<file path="src/rtl/branch_predictor.sv">
// Dynamic branch predictor: PC-indexed table of 2-bit saturating counters with
// execute-stage training and a registered mispredict/redirect pulse. Define BRANCH_PRED_STATS_EN for counters.
module branch_predictor #(
  parameter int unsigned INDEX_BITS = 6,
  parameter logic [1:0]  INIT_STATE = 2'b01
) (
  input  logic        clk,
  input  logic        rst,
  input  logic        if_valid,
  input  logic [31:0] if_pc,
  output logic        pred_taken,
  output logic        busy,
  input  logic        ex_valid,
  input  logic        ex_is_branch,
  input  logic [31:0] ex_pc,
  input  logic        ex_pred_taken,
  input  logic        ex_take_branch,
  input  logic [31:0] ex_target,
  input  logic [31:0] ex_fallthrough,
  output logic        mispredict,
  output logic [31:0] redirect_pc
`ifdef BRANCH_PRED_STATS_EN
  ,
  output logic [31:0] stat_branches,
  output logic [31:0] stat_mispredicts
`endif
);

  localparam int unsigned DEPTH = 1 << INDEX_BITS;
  localparam logic [INDEX_BITS-1:0] LAST_IDX = '1;

  typedef enum logic {INIT = 1'b0, RUN = 1'b1} state_e;

  state_e                  state_q, state_d;
  logic [INDEX_BITS-1:0]   init_idx_q, init_idx_d;
  logic [1:0]              table_q [DEPTH];
  logic [1:0]              table_d [DEPTH];
  logic                    mispredict_q, mispredict_d;
  logic [31:0]             redirect_pc_q, redirect_pc_d;

  logic [INDEX_BITS-1:0]   if_idx;
  logic [INDEX_BITS-1:0]   ex_idx;
  logic                    train;
  logic                    wrong;
  logic [1:0]              ex_ctr;

  assign if_idx = if_pc[INDEX_BITS+1:2];
  assign ex_idx = ex_pc[INDEX_BITS+1:2];

  // The rst cycle counts as busy so a mid-run reset never trains or predicts.
  assign busy       = (state_q == INIT) | rst;
  assign pred_taken = if_valid & ~busy & table_q[if_idx][1];
  assign mispredict  = mispredict_q;
  assign redirect_pc = redirect_pc_q;

  assign train  = ~busy & ex_valid & ex_is_branch;
  assign wrong  = ex_valid & ex_is_branch & (ex_pred_taken != ex_take_branch);
  assign ex_ctr = table_q[ex_idx];

  always_comb begin
    state_d       = state_q;
    init_idx_d    = init_idx_q;
    table_d       = table_q;
    mispredict_d  = wrong;
    redirect_pc_d = redirect_pc_q;

    if (wrong) begin
      redirect_pc_d = ex_take_branch ? ex_target : ex_fallthrough;
    end

    case (state_q)
      INIT: begin
        table_d[init_idx_q] = INIT_STATE;
        init_idx_d          = init_idx_q + 1'b1;
        if (init_idx_q == LAST_IDX) begin
          state_d = RUN;
        end
      end
      RUN: begin
        if (train) begin
          if (ex_take_branch && ex_ctr != 2'b11) begin
            table_d[ex_idx] = ex_ctr + 2'b01;
          end else if (!ex_take_branch && ex_ctr != 2'b00) begin
            table_d[ex_idx] = ex_ctr - 2'b01;
          end
        end
      end
      default: state_d = INIT;
    endcase

    if (rst) begin
      state_d       = INIT;
      init_idx_d    = '0;
      mispredict_d  = 1'b0;
      redirect_pc_d = '0;
    end
  end

  always_ff @(posedge clk) begin
    state_q       <= state_d;
    init_idx_q    <= init_idx_d;
    mispredict_q  <= mispredict_d;
    redirect_pc_q <= redirect_pc_d;
  end

  // Table contents are established by the INIT walk, so no reset is needed here.
  always_ff @(posedge clk) begin
    table_q <= table_d;
  end

`ifdef BRANCH_PRED_STATS_EN
  logic [31:0] stat_branches_q, stat_branches_d;
  logic [31:0] stat_mispredicts_q, stat_mispredicts_d;

  always_comb begin
    stat_branches_d    = stat_branches_q;
    stat_mispredicts_d = stat_mispredicts_q;
    if (train) begin
      stat_branches_d = stat_branches_q + 32'd1;
    end
    if (mispredict_d) begin
      stat_mispredicts_d = stat_mispredicts_q + 32'd1;
    end
    if (rst) begin
      stat_branches_d    = '0;
      stat_mispredicts_d = '0;
    end
  end

  always_ff @(posedge clk) begin
    stat_branches_q    <= stat_branches_d;
    stat_mispredicts_q <= stat_mispredicts_d;
  end

  assign stat_branches    = stat_branches_q;
  assign stat_mispredicts = stat_mispredicts_q;
`endif

endmodule

</file>
<file path="config.mk">
export PLATFORM = sky130hd
export DESIGN_NAME = branch_predictor
export DESIGN_NICKNAME = d
export VERILOG_FILES = /design/src/rtl/branch_predictor.sv
export SDC_FILE = /design/constraint.sdc
export NUM_CORES = 1
export LEC_CHECK = 0
export CAP_MARGIN = 20
export CELL_PAD_IN_SITES_DETAIL_PLACEMENT = 0
export CELL_PAD_IN_SITES_GLOBAL_PLACEMENT = 2
export CORE_MARGIN = 5
export CORE_UTILIZATION = 35
export CTS_BUF_LIST = sky130_fd_sc_hd__clkbuf_8
export DETAILED_ROUTE_END_ITERATION = 6
export GPL_TIMING_DRIVEN = 0
export MAX_ROUTING_LAYER = met4
export PLACE_DENSITY = 0.94
export SLEW_MARGIN = 10
export SYNTH_ARGS = -nofsm -noshare
export SYNTH_HDL_FRONTEND = slang
export SYNTH_SLANG_ARGS = --single-unit
</file>
<file path="constraint.sdc">
create_clock -name clk -period 5.3 [get_ports clk]
set_clock_uncertainty 0.1 [all_clocks]
set_input_delay 1.06 -clock clk [delete_from_list [all_inputs] [get_ports clk]]
set_output_delay 1.06 -clock clk [all_outputs]
set_load 0.01 [all_outputs]
</file>
==> flow_metrics.env, run 1 <==
export IMPL_worstPathRequired_ns=5.35
export IMPL_crit_path_top_delay_cell="clkdlybuf4s50_1"
export IMPL_switchingPower_w=0.0009532
export IMPL_power_w=0.003376
export IMPL_total_leakage_power_nw=4.226
export IMPL_vias=9679
export IMPL_rows=62
export IMPL_fmax_mhz=190.2
export IMPL_cts_root_buf="clkbuf_8"
export IMPL_holdPathEnd="redirect_pc[28]$_SDFFE_PP0P_"
export IMPL_hold_viol=0
export IMPL_netlist_top_cells_area="edfxtp_1 38%, dfxtp_1 8.0%, mux4_2 7.4%"
export IMPL_coreArea_um2=28550
export IMPL_hold_class="flop to flop"
export IMPL_synth_cell_types=59
export IMPL_ctsResizeCount=57
export IMPL_grt_max_degree=17
export IMPL_criticalPathCategory="input port to flop"
export IMPL_holdWs_ns=0.4007
export IMPL_layout_min_cycle_time_ns=5.257
export IMPL_final_area_um2=12130
export IMPL_cpMostUsedCell="buf_4"
export IMPL_drt_first_pass_iters=7
export IMPL_finalCritPeriodShare=0.9919
export IMPL_synthCells=1002
export IMPL_dpl_hpwl_mm=30.67
export IMPL_syn_area_um2=10040
export IMPL_slew_headroom=0.2488
export IMPL_crit_arrival_ns=5.31
export IMPL_startpoint_type="input port"
export IMPL_rrSetupSlack_ns=1.34
export IMPL_io_buffers=111
export IMPL_clock_sinks=168
export IMPL_switching_share=0.2823
export IMPL_synth_edf_count=128
export IMPL_numCtsBuffers=17
export IMPL_yosysTopAreaCellShare=0.3829
export IMPL_ys_dominant_reg_cell="edfxtp_1"
export IMPL_seqPwrFrac=0.506
export IMPL_hold_depth=2
export IMPL_reg2reg_to="table_q[66]$_DFFE_PP_"
export IMPL_antenna_left=0
export IMPL_die_h_um=179.4
export IMPL_p_int_w=0.002423
export IMPL_slowest_delay_ns=0.57
export IMPL_ys_ff_latch=168
export IMPL_ir_drop_v=0.0001539
export IMPL_yosys_area_top_type="edfxtp_1"
export IMPL_clock_path_buffers=2
export IMPL_routed_via_density=6.330
export IMPL_antennaDiodeCount=0
export IMPL_num_fill_cells=2882
export IMPL_yosysSeqAreaShare=0.4627
export IMPL_drive_above_1_share=0.1066
export IMPL_track_usage=0.2750
export IMPL_start_util=0.3516
export IMPL_maxCapViolCount=0
export IMPL_avgSynthCellArea_um2=10.02
export IMPL_area_delta_synth_final_pct=20.83
export IMPL_worst_pin_slew_ns=1.127
export IMPL_crit_fanout=10
export IMPL_nets=1270
export IMPL_r2r_start="table_q[102]$_DFFE_PP_"
export IMPL_cts_tree="yes"
export IMPL_grt_overflow_total=0
export IMPL_syn_nets=1140
export IMPL_route_detailed_wl_per_inst_um=28.41
export IMPL_insertion_delay_ns=0.48
export IMPL_die_area_um2=32170
export IMPL_crit_chain="clkdlybuf4s50_1, buf_2, buf_4, buf_4, mux4_2, mux2i_1, o22ai_1, a21oi_2, nand3_1, ha_1, nor2b_1, o21bai_1, and4_1, clkbuf_4, nand2_2, o21ai_0"
export IMPL_wirelength_mm=43.45
export IMPL_cts_hold_buf=0
export IMPL_antenna_found_initial=0
export IMPL_async_flop_share=0
export IMPL_htree_levels=4
export IMPL_pwr_share_comb=0.198
export IMPL_end_kind="flop"
export IMPL_clk_pin_slew_ns=0.09
export IMPL_die_w_um=179.4
export IMPL_drt_iter0_drc=1473
export IMPL_status="completed"
export IMPL_hp_start="redirect_pc[28]$_SDFFE_PP0P_"
export IMPL_regArea_um2=4644
export IMPL_grt_pass1_vias=9523
export IMPL_ioPinCount=170
export IMPL_grt_pass1_wl_mm=61.76
export IMPL_multi_input_area_um2=4797
export IMPL_route_detailed_drc=0
export IMPL_dpl_cell_area_um2=11630
export IMPL_yosys_warnings=0
export IMPL_cts_setup_buffers=0
export IMPL_power_frac_clock=0.296
export IMPL_rsz0062_at_grt="no"
export IMPL_setup_viol=0
export IMPL_gp_congestion=1.007
export IMPL_setup_tns_ns=0
export IMPL_final_max_slew_viol_count=0
export IMPL_powerDensity_nw_per_um2=278.4
export IMPL_r2r_cells=12
flip-flops by register name (all words and copies together) (netlist names):
name	flops
mispredict	1
redirect_pc	32
state_q	1
init_idx_q	6
table_q	128
cell families after synthesis:
group                      count (synthesis)  share of synthesized area
buffers and inverters                    165                    0.06756
DFF                                      168                     0.4627
xor gates and xnor gates                   7                   0.006108
and+or+nand+nor                          293                     0.1307
muxes                                     95                     0.1372
adders and majority gates                  3                   0.003740
AOI/OAI and AO/OA                        271                     0.1919
cell type report:
| class | instances | share of cell area |
|---|---|---|
| multi-input combinational | 669 | 0.3955 |
| sequential | 168 | 0.3829 |
| timing repair buffer | 112 | 0.09202 |
| tap | 384 | 0.03961 |
| buffer | 88 | 0.03270 |
| inverter | 76 | 0.02352 |
| clock buffer | 20 | 0.02269 |
| clock inverter | 12 | 0.01104 |
cell usage after synthesis (all sizes together) (7+ instances only):
cell / number
buf: 30
dfxtp: 40
nor2: 175
clkbuf: 59
mux2i: 61
o32ai: 76
inv: 76
nand2: 41
nor3: 7
o22ai: 58
o21ai: 70
nand3b: 10
nand3: 20
edfxtp: 128
a211oi: 32
mux4: 33
power by group through the flow:
| stage | sequential, W | clock, W | combinational (W) |
|---|---|---|---|
| floorplan | 0.00169 | 0 | 0.000416 |
| finish | 0.00171 | 0.00100 | 0.000669 |
| detailed placement | 0.00173 | 0 | 0.000650 |
| global placement | 0.00172 | 0 | 0.000643 |
| CTS | 0.00170 | 0.000996 | 0.000654 |
| global route | 0.00172 | 0.00105 | 0.000710 |
through the flow:
step	setup slack, ns	util	std cells
floorplan	1.311	-	1002
global placement	-0.8304	0.4074	1497
detailed placement	-0.8667	0.4076	1498
CTS	-0.007744	0.4233	1529
global route	0.01774	0.4249	1529
finish	0.04272	0.4249	1529
worst max path at each step:
stage,startpoint,end,depth (start not counted)
after floorplan,ex_pc[3],table_q[74]$_DFFE_PP_,14
after global placement,ex_pc[4],table_q[107]$_DFFE_PP_,16
after detailed placement,ex_pc[4],table_q[105]$_DFFE_PP_,16
after CTS,ex_pc[4],table_q[59]$_DFFE_PP_,16
after global routing,ex_pc[4],table_q[67]$_DFFE_PP_,16
final,ex_pc[4],table_q[66]$_DFFE_PP_,16
critical path: cells and delay by family:
| kind | cells | cell delay (ns) |
|---|---|---|
| adders and majority gates | 1 | 0.20 |
| buffers and inverters | 5 | 1.70 |
| and+or+nand+nor | 4 | 0.74 |
| muxes | 2 | 0.60 |
| AOI/OAI and AO/OA | 4 | 0.99 |
layout by cell type (no fill, tap or decap), types with 5 or more instances in the layout:
cell             instances
and3_1                   6
buf_1                    8
clkdlybuf4s50_1        111
nand3b_1                10
clkbuf_1                58
o22ai_1                 58
nand2_2                 12
nor2_1                 175
nand2_1                 24
o21ai_1                 54
nand3_1                 19
inv_1                   79
o21ai_0                 13
or3b_2                   5
nand2_4                  5
mux4_2                  33
edfxtp_1               128
mux2i_1                 60
o32ai_1                 76
nor3_1                   6
or3_1                    6
a211oi_1                32
buf_2                   12
dfxtp_1                 40
clkbuf_8                20
buf_4                    6
per-layer routing:
metal | up-vias | GRT usage | wire [um]
met5 | - | - | 0
met4 | 0 | 0.1425 | 2635
met3 | 181 | 0.07554 | 6172
met2 | 845 | 0.4097 | 18690
met1 | 4580 | 0.3433 | 15940
li1 | 4073 | - | -
Note: power is estimated with default switching activity, not from simulation.
==> run 2, diff against run 1 <==
--- a/config.mk
+++ b/config.mk
@@ -15,6 +15,7 @@
 export GPL_TIMING_DRIVEN = 0
 export MAX_ROUTING_LAYER = met4
 export PLACE_DENSITY = 0.94
+export REMOVE_ABC_BUFFERS = 1
 export SLEW_MARGIN = 10
 export SYNTH_ARGS = -nofsm -noshare
 export SYNTH_HDL_FRONTEND = slang
==> constraint.sdc (replaced) <==
create_clock -name clk -period 6.35 [get_ports clk]
set_clock_uncertainty 0.1 [all_clocks]
set_input_delay 1.27 -clock clk [delete_from_list [all_inputs] [get_ports clk]]
set_output_delay 1.27 -clock clk [all_outputs]
set_load 0.01 [all_outputs]
==> run 2 against run 1 <==
Net effect:
- global-route usage down 5.7 points
- worst hold slack better by 0.0017 ns
- first-iteration DRC count down 23%
- highest routed layer unchanged
- final cell count down 5.0%
- non-clock buffer count down 77
- register-to-register slack better by 0.92 ns
- core utilization down 1.3 points
- critical path depth down 9
- via count down 9.8%
==> flow_metrics.env, run 2 (synthesis results as in run 1) <==
export IMPL_status="completed"
export IMPL_seqPwrFrac=0.529
export IMPL_finalCritPeriodShare=0.8974
export IMPL_wirelength_mm=34.24
export IMPL_p_int_w=0.001903
export IMPL_layout_min_cycle_time_ns=5.699
export IMPL_hold_class="flop to flop"
export IMPL_crit_fanout=10
export IMPL_insertion_delay_ns=0.49
export IMPL_coreArea_um2=28550
export IMPL_crit_chain="clkdlybuf4s50_1, buf_8, mux4_2, mux4_2, o211ai_1, o31ai_1, clkdlybuf4s50_1"
export IMPL_grt_pass1_wl_mm=50.80
export IMPL_pwr_share_comb=0.192
export IMPL_switchingPower_w=0.0007983
export IMPL_numCtsBuffers=17
export IMPL_setup_viol=0
export IMPL_criticalPathCategory="input port to primary output"
export IMPL_vias=8735
export IMPL_antenna_left=0
export IMPL_cts_tree="yes"
export IMPL_switching_share=0.2955
export IMPL_routed_via_density=6.016
export IMPL_fin_cells=1452
export IMPL_route_detailed_drc=0
export IMPL_htree_levels=4
export IMPL_placed_cells=1420
export IMPL_regArea_um2=4648
export IMPL_powerDensity_nw_per_um2=229.6
export IMPL_antenna_found_initial=0
export IMPL_total_leakage_power_nw=4.013
export IMPL_finalWorstSetupSlack_ns=0.6513
export IMPL_crit_path_top_delay_cell="clkdlybuf4s50_1"
export IMPL_clock_path_buffers=2
export IMPL_die_w_um=179.4
export IMPL_fmax_mhz=175.5
export IMPL_gp_congestion=0.9075
export IMPL_cts_setup_buffers=0
export IMPL_drive_above_1_share=0.08895
export IMPL_top_register="table_q"
export IMPL_ir_drop_v=0.0001048
export IMPL_final_core_util=0.4121
export IMPL_clock_sinks=168
export IMPL_clk_pin_slew_ns=0.10
export IMPL_worstPathRequired_ns=4.98
export IMPL_drt_iter0_drc=1127
export IMPL_cts_hold_buf=0
export IMPL_crit_arrival_ns=4.33
export IMPL_die_h_um=179.4
export IMPL_grt_overflow_total=0
export IMPL_dpl_cell_area_um2=11400
export IMPL_largest_reg_flops=128
export IMPL_hold_viol=0
export IMPL_slew_headroom=0.2175
export IMPL_maxCapViolCount=0
export IMPL_multi_input_area_um2=4717
export IMPL_grt_max_degree=81
export IMPL_met2_length_mm=16.56
export IMPL_drt_first_pass_iters=6
export IMPL_track_usage=0.2175
export IMPL_wl_met3_mm=3.145
export IMPL_cts_root_buf="clkbuf_8"
export IMPL_power_frac_clock=0.279
export IMPL_rows=62
export IMPL_ctsResizeCount=0
export IMPL_area_delta_synth_final_pct=17.19
export IMPL_worst_pin_slew_ns=1.171
export IMPL_startpoint_type="input port"
export IMPL_start_util=0.3516
export IMPL_antennaDiodeCount=0
export IMPL_final_area_um2=11760
export IMPL_top_layer_used="met4"
export IMPL_final_max_slew_viol_count=0
export IMPL_dp_slack_ns=0.5494
export IMPL_nets=1193
export IMPL_rsz0062_at_grt="no"
export IMPL_m1WireLength_mm=13.13
export IMPL_layout_common_cells="175 x nor2_1, 128 x edfxtp_1, 112 x clkdlybuf4s50_1"
export IMPL_dpl_hpwl_mm=22.98
export IMPL_grt_pass1_vias=8302
export IMPL_io_buffers=117
export IMPL_slowest_delay_ns=0.99
export IMPL_power_w=0.002701
export IMPL_num_fill_cells=2836
export IMPL_die_area_um2=32170
export IMPL_final_common_cell="nor2_1"
export IMPL_end_kind="primary output"
export IMPL_ioPinCount=170
export IMPL_route_detailed_wl_per_inst_um=23.58
[run 2: metal layers]
| layer | up-vias | GRT usage |
|---|---|---|
| met1 | 4196 | 0.2732 |
| met4 | 0 | 0.09267 |
| met5 | - | - |
| met2 | 514 | 0.3445 |
| met3 | 100 | 0.04364 |
| li1 | 3925 | - |
[run 2: through the flow]
stage	setup TNS, ns	hold slack, ns
2_1_floorplan	0	0.4150
4_1_cts	0	0.4036
3_3_place_gp	-276.03	0.3864
3_5_place_dp	0	0.3900
6_report	0	0.4024
5_1_grt	0	0.4193
[run 2: cell type report]
cell class / count / area share
Tap cell: 384 / 0.04084
Timing Repair Buffer: 123 / 0.1081
Inverter: 76 / 0.02425
Clock buffer: 17 / 0.01989
Sequential cell: 168 / 0.3951
Clock inverter: 15 / 0.01085
Multi-Input combinational cell: 669 / 0.4010
[run 2: path summary, 6_finish.rpt]
path | cells after the start | end | startpoint | slack (ns)
max | 7 | pred_taken | if_pc[3] | 0.65
min | 2 | redirect_pc[17]$_SDFFE_PP0P_ | redirect_pc[17]$_SDFFE_PP0P_ | 0.40
max reg2reg | 11 | table_q[41]$_DFFE_PP_ | table_q[64]$_DFFE_PP_ | 2.26
min reg2reg | 2 | redirect_pc[17]$_SDFFE_PP0P_ | redirect_pc[17]$_SDFFE_PP0P_ | 0.40
[run 2: power by group through the flow]
stage               combinational (W)  clock (W)  sequential, W
detailed placement           0.000510          0        0.00145
finish                       0.000518   0.000754        0.00143
floorplan                    0.000309          0        0.00142
global placement             0.000506          0        0.00144
global route                 0.000557   0.000814        0.00144
CTS                          0.000513   0.000767        0.00142
[run 2: worst max-delay path: cells and delay by family]
family,cells,cell delay [ns]
muxes,2,1.01
buffers and inverters,3,1.73
AOI/OAI and AO/OA,2,0.31
==> run 3, diff against run 2 <==
--- a/config.mk
+++ b/config.mk
@@ -10,11 +10,12 @@
 export CELL_PAD_IN_SITES_GLOBAL_PLACEMENT = 2
 export CORE_MARGIN = 5
 export CORE_UTILIZATION = 35
-export CTS_BUF_LIST = sky130_fd_sc_hd__clkbuf_8
+export CTS_BUF_LIST = sky130_fd_sc_hd__clkbuf_4 sky130_fd_sc_hd__clkbuf_8
 export DETAILED_ROUTE_END_ITERATION = 6
+export DONT_BUFFER_PORTS = 1
 export GPL_TIMING_DRIVEN = 0
 export MAX_ROUTING_LAYER = met4
-export PLACE_DENSITY = 0.94
+export PLACE_DENSITY = 0.82
 export REMOVE_ABC_BUFFERS = 1
 export SLEW_MARGIN = 10
 export SYNTH_ARGS = -nofsm -noshare
==> run 3 against run 2 <==
Net effect:
- sequential power about the same
- via count down 6.9%
- design area down 9.9%
- critical path depth up 4
- first-iteration DRC count down 12%
- routed wire length down 2.1%
- combinational power down 24%
- clock power up 5.0%
==> flow_metrics.env, run 3 (synthesis results as in run 1) <==
export IMPL_layout_common_cells="175 x nor2_1, 128 x edfxtp_1, 76 x o32ai_1"
export IMPL_die_w_um=179.4
export IMPL_grt_pass1_vias=7901
export IMPL_use_met3=0.02644
export IMPL_crit_arrival_ns=4.68
export IMPL_cts_hold_buf=0
export IMPL_routed_via_density=6.109
export IMPL_finalCritPeriodShare=0.7301
export IMPL_route_detailed_drc=0
export IMPL_layout_min_cycle_time_ns=4.636
export IMPL_startpoint="ex_pc[2]"
export IMPL_cts_tree="yes"
export IMPL_numCtsBuffers=17
export IMPL_drive_above_1_share=0.09293
export IMPL_antenna_left=0
export IMPL_final_max_slew_viol_count=0
export IMPL_holdWs_ns=0.4497
export IMPL_fin_cells=1331
export IMPL_placed_cells=1300
export IMPL_end_kind="flop"
export IMPL_setup_viol=0
export IMPL_grt_pass1_wl_mm=49.73
export IMPL_hp_start="redirect_pc[23]$_SDFFE_PP0P_"
export IMPL_track_usage=0.2133
export IMPL_drt_iter0_drc=987
export IMPL_cts_setup_buffers=0
export IMPL_dpl_hpwl_mm=22.83
export IMPL_antenna_found_initial=0
export IMPL_start_util=0.3516
export IMPL_htree_levels=4
export IMPL_nets=1073
export IMPL_rrSetupSlack_ns=2.28
export IMPL_die_h_um=179.4
export IMPL_reg2reg_to="table_q[37]$_DFFE_PP_"
export IMPL_antennaDiodeCount=0
export IMPL_r2r_start="table_q[98]$_DFFE_PP_"
export IMPL_powerDensity_nw_per_um2=247.7
export IMPL_ir_drop_v=0.0001200
export IMPL_drt_first_pass_iters=5
export IMPL_final_common_cell="nor2_1"
export IMPL_wirelength_mm=33.51
export IMPL_worst_pin_slew_ns=0.9251
export IMPL_criticalPathCategory="input port to flop"
export IMPL_status="completed"
export IMPL_dpl_cell_area_um2=10210
export IMPL_io_buffers=0
export IMPL_worstPathRequired_ns=6.39
export IMPL_top_register="table_q"
export IMPL_die_area_um2=32170
export IMPL_ctsResizeCount=0
export IMPL_vias=8131
export IMPL_fmax_mhz=215.7
export IMPL_grt_max_degree=77
export IMPL_gp_congestion=0.9109
export IMPL_cts_root_buf="clkbuf_8"
export IMPL_rsz0062_at_grt="no"
export IMPL_startpoint_type="input port"
export IMPL_total_leakage_power_nw=3.528
export IMPL_slew_headroom=0.3832
export IMPL_busiest_layer="met2"
export IMPL_insertion_delay_ns=0.47
export IMPL_hold_viol=0
export IMPL_area_delta_synth_final_pct=5.584
export IMPL_use_met1=0.2662
export IMPL_grt_overflow_total=0
export IMPL_clock_sinks=168
export IMPL_crit_fanout=37
export IMPL_clock_path_buffers=2
export IMPL_maxCapViolCount=0
export IMPL_rows=62
export IMPL_final_area_um2=10600
export IMPL_hold_class="flop to flop"
export IMPL_largest_reg_flops=128
export IMPL_route_detailed_wl_per_inst_um=25.18
export IMPL_cp_endpoint="table_q[37]$_DFFE_PP_"
export IMPL_r2r_cells=11
export IMPL_coreArea_um2=28550
export IMPL_use_met2=0.3590
export IMPL_ioPinCount=170
export IMPL_clk_pin_slew_ns=0.10
export IMPL_num_fill_cells=2937
[run 3: power by group]
part           internal (W)  leakage (nW)  switching [W]
clock              0.000356         0.182       0.000436
combinational      0.000203          1.60       0.000190
sequential          0.00133          1.75       0.000105
[run 3: through the flow]
stage          total power [W]  utilization  setup slack (ns)  setup TNS (ns)
2_1_floorplan         0.001725            -            0.7614               0
5_1_grt               0.002723       0.3713             1.492               0
3_5_place_dp          0.001849       0.3577             1.286               0
6_report              0.002625       0.3713             1.714               0
4_1_cts               0.002629       0.3713             1.728               0
3_3_place_gp          0.001839       0.3547            -1.768         -254.71
[run 3: metal layers]
| metal | share of wire | vias up |
|---|---|---|
| met1 | 0.41 | 4097 |
| met5 | 0 | - |
| met2 | 0.51 | 297 |
| met4 | 0.033 | 0 |
| li1 | - | 3673 |
| met3 | 0.051 | 64 |
[run 3: area by class of cell]
cell class | count | area (um2) | area share
multi-input cells | 669 | 4722 | 0.4455
repair buffers | 3 | 75.07 | 0.007083
flip-flops and latches | 168 | 4648 | 0.4386
clock inverters | 13 | 146.4 | 0.01381
well taps | 384 | 480.5 | 0.04533
inverters | 76 | 285.3 | 0.02692
clock buffers | 18 | 241.5 | 0.02278
[run 3: worst min-delay path by stage]
stage	endpoint	slack, ns	cells after the start
floorplan	redirect_pc[0]$_SDFFE_PP0P_	0.42	2
global placement	redirect_pc[18]$_SDFFE_PP0P_	0.43	2
finish	redirect_pc[23]$_SDFFE_PP0P_	0.45	2
CTS	redirect_pc[22]$_SDFFE_PP0P_	0.45	2
detailed placement	redirect_pc[22]$_SDFFE_PP0P_	0.44	2
global route	redirect_pc[5]$_SDFFE_PP0P_	0.46	2
[run 3: worst max-delay path: stages]
cell and delay [ns]:
inv_1 0.53, mux2i_1 0.36, o22ai_1 0.15, nor3_2 0.37
nand4_1 0.13, ha_1 0.23, nor2b_1 0.16, o21bai_1 0.14
and4_1 0.39, nand2_1 0.44, o21ai_0 0.46
